File: config.mk
export PLATFORM = sky130hd
export DESIGN_NAME = vga_fb_arbiter_flat
export DESIGN_NICKNAME = d
export VERILOG_FILES = /design/src/rtl/vga_fb_arbiter_if.sv /design/src/rtl/vga_fb_arbiter.sv /design/src/flat_wrapper.sv
export SDC_FILE = /design/constraint.sdc
export NUM_CORES = 1
export LEC_CHECK = 0
export ABC_AREA = 1
export BUFFER_PORTS_ARGS = -buffer_cell sky130_fd_sc_hd__buf_4
export CAP_MARGIN = 20
export CELL_PAD_IN_SITES_DETAIL_PLACEMENT = 0
export CELL_PAD_IN_SITES_GLOBAL_PLACEMENT = 2
export CORE_ASPECT_RATIO = 0.6
export CORE_UTILIZATION = 43
export DETAILED_ROUTE_END_ITERATION = 7
export GPL_TIMING_DRIVEN = 0
export MAX_ROUTING_LAYER = met4
export PLACE_DENSITY_LB_ADDON = 0.12
export SKIP_LAST_GASP = 1
export SLEW_MARGIN = 20
export SYNTH_ARGS = -nofsm -noshare
export SYNTH_HDL_FRONTEND = slang
export SYNTH_SLANG_ARGS = --single-unit
File: constraint.sdc
create_clock -name pclk -period 5.6 [get_ports pclk]
set_input_delay 0.84 -clock pclk [delete_from_list [all_inputs] [get_ports pclk]]
set_output_delay 0.84 -clock pclk [all_outputs]
set_load 0.01 [all_outputs]
File: src/rtl/vga_fb_arbiter_if.sv
// Writer request/ack and framebuffer RAM bus shared by vga_fb_arbiter.
// The master modport is the arbiter side; the slave modport is the writer/RAM side.
interface vga_fb_arbiter_if #(
  parameter int unsigned ADDR_W = 19
);
  logic              wr_req;
  logic [ADDR_W-1:0] wr_addr;
  logic [23:0]       wr_data;
  logic              wr_ack;
  logic              mem_en;
  logic              mem_we;
  logic [ADDR_W-1:0] mem_addr;
  logic [23:0]       mem_wdata;
  logic [23:0]       mem_rdata;

  modport master (
    input  wr_req, wr_addr, wr_data, mem_rdata,
    output wr_ack, mem_en, mem_we, mem_addr, mem_wdata
  );

  modport slave (
    output wr_req, wr_addr, wr_data, mem_rdata,
    input  wr_ack, mem_en, mem_we, mem_addr, mem_wdata
  );
endinterface

File: src/rtl/vga_fb_arbiter.sv
// Single-port framebuffer arbiter: raster-order prefetch into a FWFT FIFO for VGA scan-out,
// writer accesses in spare slots. Optional underrun counter enabled by VGA_FB_UNDERRUN_CNT_EN.
module vga_fb_arbiter #(
  parameter int unsigned H_VALID    = 640,
  parameter int unsigned V_VALID    = 480,
  parameter int unsigned ADDR_W     = 19,
  parameter int unsigned FIFO_DEPTH = 16,
  parameter int unsigned LOW_WM     = 4
) (
  input  logic        pclk,
  input  logic        reset,
  input  logic        vsync,
  input  logic        valid,
  output logic [23:0] vga_data,
  output logic        underrun,
  output logic [15:0] underrun_cnt,
  vga_fb_arbiter_if.master bus
);

  localparam int unsigned PIX_W = 24;
  localparam int unsigned NPIX  = H_VALID * V_VALID;
  localparam int unsigned PTR_W = $clog2(FIFO_DEPTH);
  localparam int unsigned LVL_W = PTR_W + 1;

  logic              vsync_q;
  logic [ADDR_W-1:0] rd_ptr;
  logic              inflight;
  logic [PIX_W-1:0]  fifo_mem [FIFO_DEPTH];
  logic [PTR_W-1:0]  head;
  logic [PTR_W-1:0]  tail;
  logic [LVL_W-1:0]  count;

  logic              vsync_rise;
  logic              empty;
  logic [LVL_W-1:0]  level;
  logic              rd_ok;
  logic              rd_issue;
  logic              wr_grant;
  logic              push;
  logic              pop;

  // Arbitration: display reads win below the low watermark, otherwise the writer goes first.
  always_comb begin
    vsync_rise = vsync & ~vsync_q;
    empty      = (count == '0);
    level      = count + LVL_W'(inflight);
    rd_ok      = !reset && !vsync_rise && (level < LVL_W'(FIFO_DEPTH));
    rd_issue   = 1'b0;
    wr_grant   = 1'b0;
    if (rd_ok && (level < LVL_W'(LOW_WM))) begin
      rd_issue = 1'b1;
    end else if (!reset && bus.wr_req) begin
      wr_grant = 1'b1;
    end else if (rd_ok) begin
      rd_issue = 1'b1;
    end
    push = inflight && !vsync_rise;
    pop  = valid && !empty;
  end

  // RAM port and writer ack follow the grant in the same cycle.
  always_comb begin
    bus.mem_en    = rd_issue | wr_grant;
    bus.mem_we    = wr_grant;
    bus.wr_ack    = wr_grant;
    bus.mem_addr  = '0;
    bus.mem_wdata = '0;
    if (wr_grant) begin
      bus.mem_addr  = bus.wr_addr;
      bus.mem_wdata = bus.wr_data;
    end else if (rd_issue) begin
      bus.mem_addr = rd_ptr;
    end
  end

  // First-word-fall-through head; no bypass of a same-cycle push.
  always_comb begin
    vga_data = '0;
    if (!empty) begin
      vga_data = fifo_mem[head];
    end
  end

  always_ff @(posedge pclk) begin
    if (reset) begin
      vsync_q  <= 1'b0;
      rd_ptr   <= '0;
      inflight <= 1'b0;
      head     <= '0;
      tail     <= '0;
      count    <= '0;
      underrun <= 1'b0;
    end else begin
      vsync_q  <= vsync;
      inflight <= rd_issue;
      if (vsync_rise) begin
        rd_ptr <= '0;
      end else if (rd_issue) begin
        rd_ptr <= (rd_ptr == ADDR_W'(NPIX - 1)) ? '0 : rd_ptr + ADDR_W'(1);
      end
      // Frame start drops everything prefetched, including the read still returning.
      if (vsync_rise) begin
        head  <= '0;
        tail  <= '0;
        count <= '0;
      end else begin
        if (push) begin
          tail <= tail + PTR_W'(1);
        end
        if (pop) begin
          head <= head + PTR_W'(1);
        end
        count <= count + LVL_W'(push) - LVL_W'(pop);
      end
      if (valid && empty) begin
        underrun <= 1'b1;
      end
    end
  end

  always_ff @(posedge pclk) begin
    if (!reset && push) begin
      fifo_mem[tail] <= bus.mem_rdata;
    end
  end

`ifdef VGA_FB_UNDERRUN_CNT_EN
  logic [15:0] ur_cnt;

  // Saturating per-frame count of empty-pop cycles.
  always_ff @(posedge pclk) begin
    if (reset || vsync_rise) begin
      ur_cnt <= '0;
    end else if (valid && empty && (ur_cnt != 16'hFFFF)) begin
      ur_cnt <= ur_cnt + 16'd1;
    end
  end

  assign underrun_cnt = ur_cnt;
`else
  assign underrun_cnt = 16'h0000;
`endif

endmodule

File: src/flat_wrapper.sv
// flat-port wrapper written by rule: the top's interface ports become plain ports
module vga_fb_arbiter_flat 
#(
  parameter int unsigned H_VALID    = 640,
  parameter int unsigned V_VALID    = 480,
  parameter int unsigned ADDR_W     = 19,
  parameter int unsigned FIFO_DEPTH = 16,
  parameter int unsigned LOW_WM     = 4
)
  (pclk, reset, vsync, valid, vga_data, underrun, underrun_cnt, bus_wr_req, bus_wr_addr, bus_wr_data, bus_mem_rdata, bus_wr_ack, bus_mem_en, bus_mem_we, bus_mem_addr, bus_mem_wdata);
  vga_fb_arbiter_if #(.ADDR_W(ADDR_W)) bus_i ();
  input  logic pclk;
  input  logic reset;
  input  logic vsync;
  input  logic valid;
  output logic [23:0] vga_data;
  output logic underrun;
  output logic [15:0] underrun_cnt;
  input wire logic [$bits(bus_i.wr_req)-1:0] bus_wr_req;
  input wire logic [$bits(bus_i.wr_addr)-1:0] bus_wr_addr;
  input wire logic [$bits(bus_i.wr_data)-1:0] bus_wr_data;
  input wire logic [$bits(bus_i.mem_rdata)-1:0] bus_mem_rdata;
  output wire logic [$bits(bus_i.wr_ack)-1:0] bus_wr_ack;
  output wire logic [$bits(bus_i.mem_en)-1:0] bus_mem_en;
  output wire logic [$bits(bus_i.mem_we)-1:0] bus_mem_we;
  output wire logic [$bits(bus_i.mem_addr)-1:0] bus_mem_addr;
  output wire logic [$bits(bus_i.mem_wdata)-1:0] bus_mem_wdata;
  assign bus_i.wr_req = bus_wr_req;
  assign bus_i.wr_addr = bus_wr_addr;
  assign bus_i.wr_data = bus_wr_data;
  assign bus_i.mem_rdata = bus_mem_rdata;
  assign bus_wr_ack = bus_i.wr_ack;
  assign bus_mem_en = bus_i.mem_en;
  assign bus_mem_we = bus_i.mem_we;
  assign bus_mem_addr = bus_i.mem_addr;
  assign bus_mem_wdata = bus_i.mem_wdata;
  vga_fb_arbiter #(.H_VALID(H_VALID), .V_VALID(V_VALID), .ADDR_W(ADDR_W), .FIFO_DEPTH(FIFO_DEPTH), .LOW_WM(LOW_WM)) u_core (.pclk(pclk), .reset(reset), .vsync(vsync), .valid(valid), .vga_data(vga_data), .underrun(underrun), .underrun_cnt(underrun_cnt), .bus(bus_i));
endmodule
After elaboration in Yosys (flattened, before gate mapping)
Memories as Yosys holds them, arrays and structs flattened. A register that Yosys moved wholly into a read port is not among the register bits.
Cells that the tools add are included.
- bits in registers: 35
- RAM bits: 384
- memories: 1
- memory list (name ; words ; bits a word ; read ports ; clocked after memory_dff ; write ports ; line ; text):
    u_core.fifo_mem ; 16 ; 24 ; 1 ; 1 ; 1 ; vga_fb_arbiter.sv:28 ; logic [PIX_W-1:0] fifo_mem [FIFO_DEPTH];
- muxes and demuxes: 14
- bitwise operators: 3
- equal/unequal tests: 1
- reductions and logical operators: 13
- add/sub/neg operators: 6
- order comparisons: 2
- operators with widths (operator ; number):
    19-bit two-way mux ; 3
    24-bit two-way mux ; 2
    19-bit by 1-bit adder with 19-bit output, second input constant ; 1
    19-bit == test, second input constant ; 1
    5-bit by 1-bit adder with 5-bit output ; 2
    4-bit by 1-bit adder with 4-bit output, second input constant ; 2
    1-bit logical AND ; 8
    4-bit two-way mux ; 2
    1-bit two-way mux ; 7
    5-bit logical NOT ; 1
    5-bit by 3-bit < comparator with 1-bit output, second input constant ; 1
    5-bit < comparator, second input constant ; 1
    5-bit by 1-bit subtractor with 5-bit output ; 1
    1-bit logical NOT ; 3
    2-bit OR reduction ; 1
    1-bit bitwise AND ; 1
    1-bit inverter ; 1
    1-bit bitwise OR ; 1

Logic depth before layout (Yosys ltp)
- word-level depth: 10
- mapped depth: 13
- depth with buffers taken out: 13

Worst setup path after synthesis
No wires, ideal clock.
- path kind: input to output
- from: input reset
- to: output bus_mem_addr[15]
- cell stages on the path: 11
- arrival: 1.943 ns
- slack: 2.817 ns
- required time: 4.760 ns
- buffers on the path: 2
- path through: inv_1 > nand2_1 > inv_1 > nand2_1 > nand2_2 > buf_6 > nand2_8 > inv_2 > buf_6 > nand2_1 > o21ai_0
- elaborated cells on any way between the ends: 12
- classes of those cells: mux (7); reduce/logical (5)
- RTL lines (what ; line ; text):
    start: declaration ; flat_wrapper.sv:13 ; input logic reset;
    1-bit logical NOT * ; vga_fb_arbiter.sv:47, vga_fb_arbiter.sv:52 ;
    1-bit logical AND (2 in series) ; vga_fb_arbiter.sv:47 ; rd_ok = !reset && !vsync_rise && (level < LVL_W'(FIFO_DEPTH));
    1-bit logical AND ; vga_fb_arbiter.sv:50 ; if (rd_ok && (level < LVL_W'(LOW_WM))) begin
    1-bit two-way mux * ; vga_fb_arbiter.sv:50 ;
    via bus_mem_we ; flat_wrapper.sv:25 ; output wire logic [$bits(bus_i.mem_we)-1:0] bus_mem_we;
    19-bit two-way mux * ; vga_fb_arbiter.sv:68 ; if (wr_grant) begin
    end: declaration ; flat_wrapper.sv:26 ; output wire logic [$bits(bus_i.mem_addr)-1:0] bus_mem_addr;
The timed path passes the listed nets; every way through them passes the cells marked *.

==> impl_metrics.json <==
{
  "status": "complete, no violations",
  "drt-pass1-iter-count": 7,
  "overflow": 0,
  "first_iter_violations": 1745,
  "async_flop_share": 0,
  "power_density_nw_per_um2": 384,
  "period_share": 0.763,
  "cellInternalPower_mw": 5.74,
  "yosysTopAreaCell": "edfxtp_1",
  "clkPwrFrac": 0.343,
  "seq_area_sq_um": 12300,
  "fin_tns_setup_ns": 0,
  "grt_pass1_vias": 12070,
  "fin_nets": 1892,
  "clock_skew_ns": 0.0159,
  "placed_cells": 2322,
  "grt_use_total": 0.280,
  "dieWidth_um": 266,
  "drc_errors": 0,
  "die_area_sq_um": 42600,
  "num_rows": 57,
  "n_fill_cell": 3575,
  "finalHoldViolCount": 0,
  "stdcell_count": 2396,
  "synth_cell_types": 36,
  "ant_nets": 0,
  "yosysWarnings": 0,
  "max-slew-margin-rel": 0.202,
  "yosysSeqAreaShare": 0.686,
  "multi_input_area_sq_um": 4870,
  "cp-end-kind": "output pin",
  "die_h_um": 160,
  "insertion_delay_ns": 0.55,
  "routedWlPerCell_um": 24.0,
  "critical_path_arrival_ns": 3.43,
  "power.switching_mw": 2.57,
  "area.growth.synth_to_final_pct": 20.7,
  "cts.clk_slew.worst_paths_ns": 0.06,
  "drv_cap": 0,
  "cp-start-kind": "flop",
  "antenna_found_initial": 1,
  "core-area_sq_um": 40800,
  "worstHoldPathType": "flop to flop",
  "cp.required_ns": 4.76,
  "grt_pass1_wl_mm": 82.5,
  "slew_viol_final": 0,
  "cts.hold.buffers_added": 0,
  "htree_num_levels": 2,
  "crit_fanout": 10,
  "grt_max_degree": 18,
  "finalInstanceArea_sq_um": 21600,
  "setup_viol": 0,
  "initial_core_util": 0.440,
  "fin_crit_ns": 4.27,
  "gr-usage-met3": 0.0691,
  "synth.avg_cell_area_sq_um": 11.3,
  "switching_share": 0.310,
  "routed_wl_mm": 57.5,
  "path_class": "flop to output pin",
  "ir_worst_vdd_uv": 270,
  "io_buffers": 142,
  "layout-drive-gt1-share": 0.164,
  "worst_slew_pin_slew_ns": 1.20,
  "dpl_cell_area_sq_um": 20300,
  "top_usage_layer": "met1",
  "ios": 159,
  "ys_top_cells_by_area": "edfxtp_1 (64%), nor2_1 (7.8%), o21ai_0 (6.4%)",
  "cts_tree": "done",
  "antenna-diode-count": 0,
  "synth_cells": 1589,
  "gr-usage-met1": 0.438,
  "cts_num_sinks": 423,
  "gp_congestion": 0.889,
  "comb_power_share": 0.233,
  "hpwl_mm": 39.5,
  "cts-root-buf": "clkbuf_16",
  "fmax_mhz": 234,
  "cts_made_buffers": 41,
  "met2_usage": 0.367,
  "power.total_mw": 8.31,
  "synthFlopType": "edfxtp_1",
  "syn_area_sq_um": 17900,
  "leakagePower_nw": 7.59,
  "dr_total_vias": 13200,
  "cts_buffer_depth": 3,
  "ctsResizeCount": 0,
  "post_cts_buffers": 0,
  "ys_seq_elements": 423,
  "viasPerCell": 5.51,
  "synth_top_area_frac": 0.643,
  "synth_edf_count": 384,
  "rsz0062_at_grt": "false",
  "p_seq_frac": 0.423
}
sequential cells by signal, summed over array words and instances, names as in the netlist, named ones only:
| signal | cells |
|---|---|
| u_core.count | 5 |
| u_core.fifo_mem | 384 |
| u_core.head | 4 |
| u_core.inflight | 1 |
| u_core.rd_ptr | 19 |
| u_core.tail | 4 |
| u_core.underrun | 1 |
| u_core.vsync_q | 1 |
power groups by stage:
stage	logic [mW]	registers, mW	clock network [mW]
after global placement	1.90	3.59	0
after global routing	2.10	3.52	3.01
after floorplan	0.991	3.58	0
after detailed placement	1.91	3.59	0
final	1.94	3.52	2.85
after CTS	1.92	3.52	2.88
routing by layer:
layer,wire length [um],vias up
met5,0,-
met4,724,0
met3,6840,54
li1,-,6014
met2,22800,706
met1,27100,6426
kinds of logic after synthesis:
family                     after synthesis  synth area share
buffers and inverters                  198            0.0517
xor gates and xnor gates                 6           0.00293
and+or+nand+nor                        557             0.125
other                                    1          0.000209
adders and majority gates               15            0.0109
DFF                                    423             0.686
AOI/OAI and AO/OA                      389             0.123
worst max-delay path, stage by stage (launching register included):
cell and delay (ns):
dfxtp_1 0.31, clkbuf_1 0.15, inv_1 0.09, clkbuf_1 0.75, clkbuf_1 0.77, o221ai_1 0.29
nand3_1 0.16, a21oi_1 0.13, buf_4 0.23
cells in the mapped netlist (all sizes together) (7+ instances only):
library cell and number:
ha 14, a21oi 47, edfxtp 384, o211ai 94, buf 59, o21ai 245, inv 88, nor2 374
nand4 7, nand2 113, clkbuf 51, dfxtp 39, nor3 8, nand3 52
cell type report:
class / instances / share of cell area
timing repair buffer: 158 / 0.0682
inverter: 88 / 0.0156
buffer: 110 / 0.0272
sequential: 423 / 0.569
multi-input combinational: 983 / 0.225
clock inverter: 26 / 0.0118
clock buffer: 48 / 0.0510
tap: 560 / 0.0324
placed cells by master, fill, tap and decap left out, types with 5 or more instances in the layout:
master	synthesis	layout
buf_1	9	9
nor2_4	0	16
clkinv_2	0	10
dfxtp_1	39	39
conb_1	1	16
buf_6	5	5
nand2_1	111	111
buf_16	0	12
edfxtp_1	384	384
clkbuf_16	0	43
nand3_2	5	5
clkbuf_1	51	55
inv_1	84	84
clkinv_1	0	8
o211ai_1	94	94
nand4_1	7	7
buf_2	17	17
o21ai_1	13	13
ha_1	14	14
buf_12	1	5
nor2_1	372	356
xor2_1	5	5
a21oi_1	47	47
bufinv_16	0	5
buf_4	27	169
o21ai_0	230	230
nand3_1	47	47
nor3_1	8	8
final timing paths:
| check | from | to | slack, ns | cells past startpoint |
|---|---|---|---|---|
| max reg2reg | u_core.count[2] | u_core.count[4] | 3.02 | 13 |
| min reg2reg | u_core.underrun | u_core.underrun | 0.45 | 2 |
| max | flop | vga_data[10] | 1.33 | 8 |
| min | u_core.underrun | u_core.underrun | 0.45 | 2 |
metrics by stage:
stage,utilization,setup slack [ns],hold slack [ns]
final,0.531,1.33,0.449
after global routing,0.531,1.17,0.468
after CTS,0.531,1.36,0.450
after detailed placement,0.497,1.95,0.442
after global placement,0.484,1.10,0.438
after floorplan,-,2.82,0.448
Power figures use the tool's default switching activity.
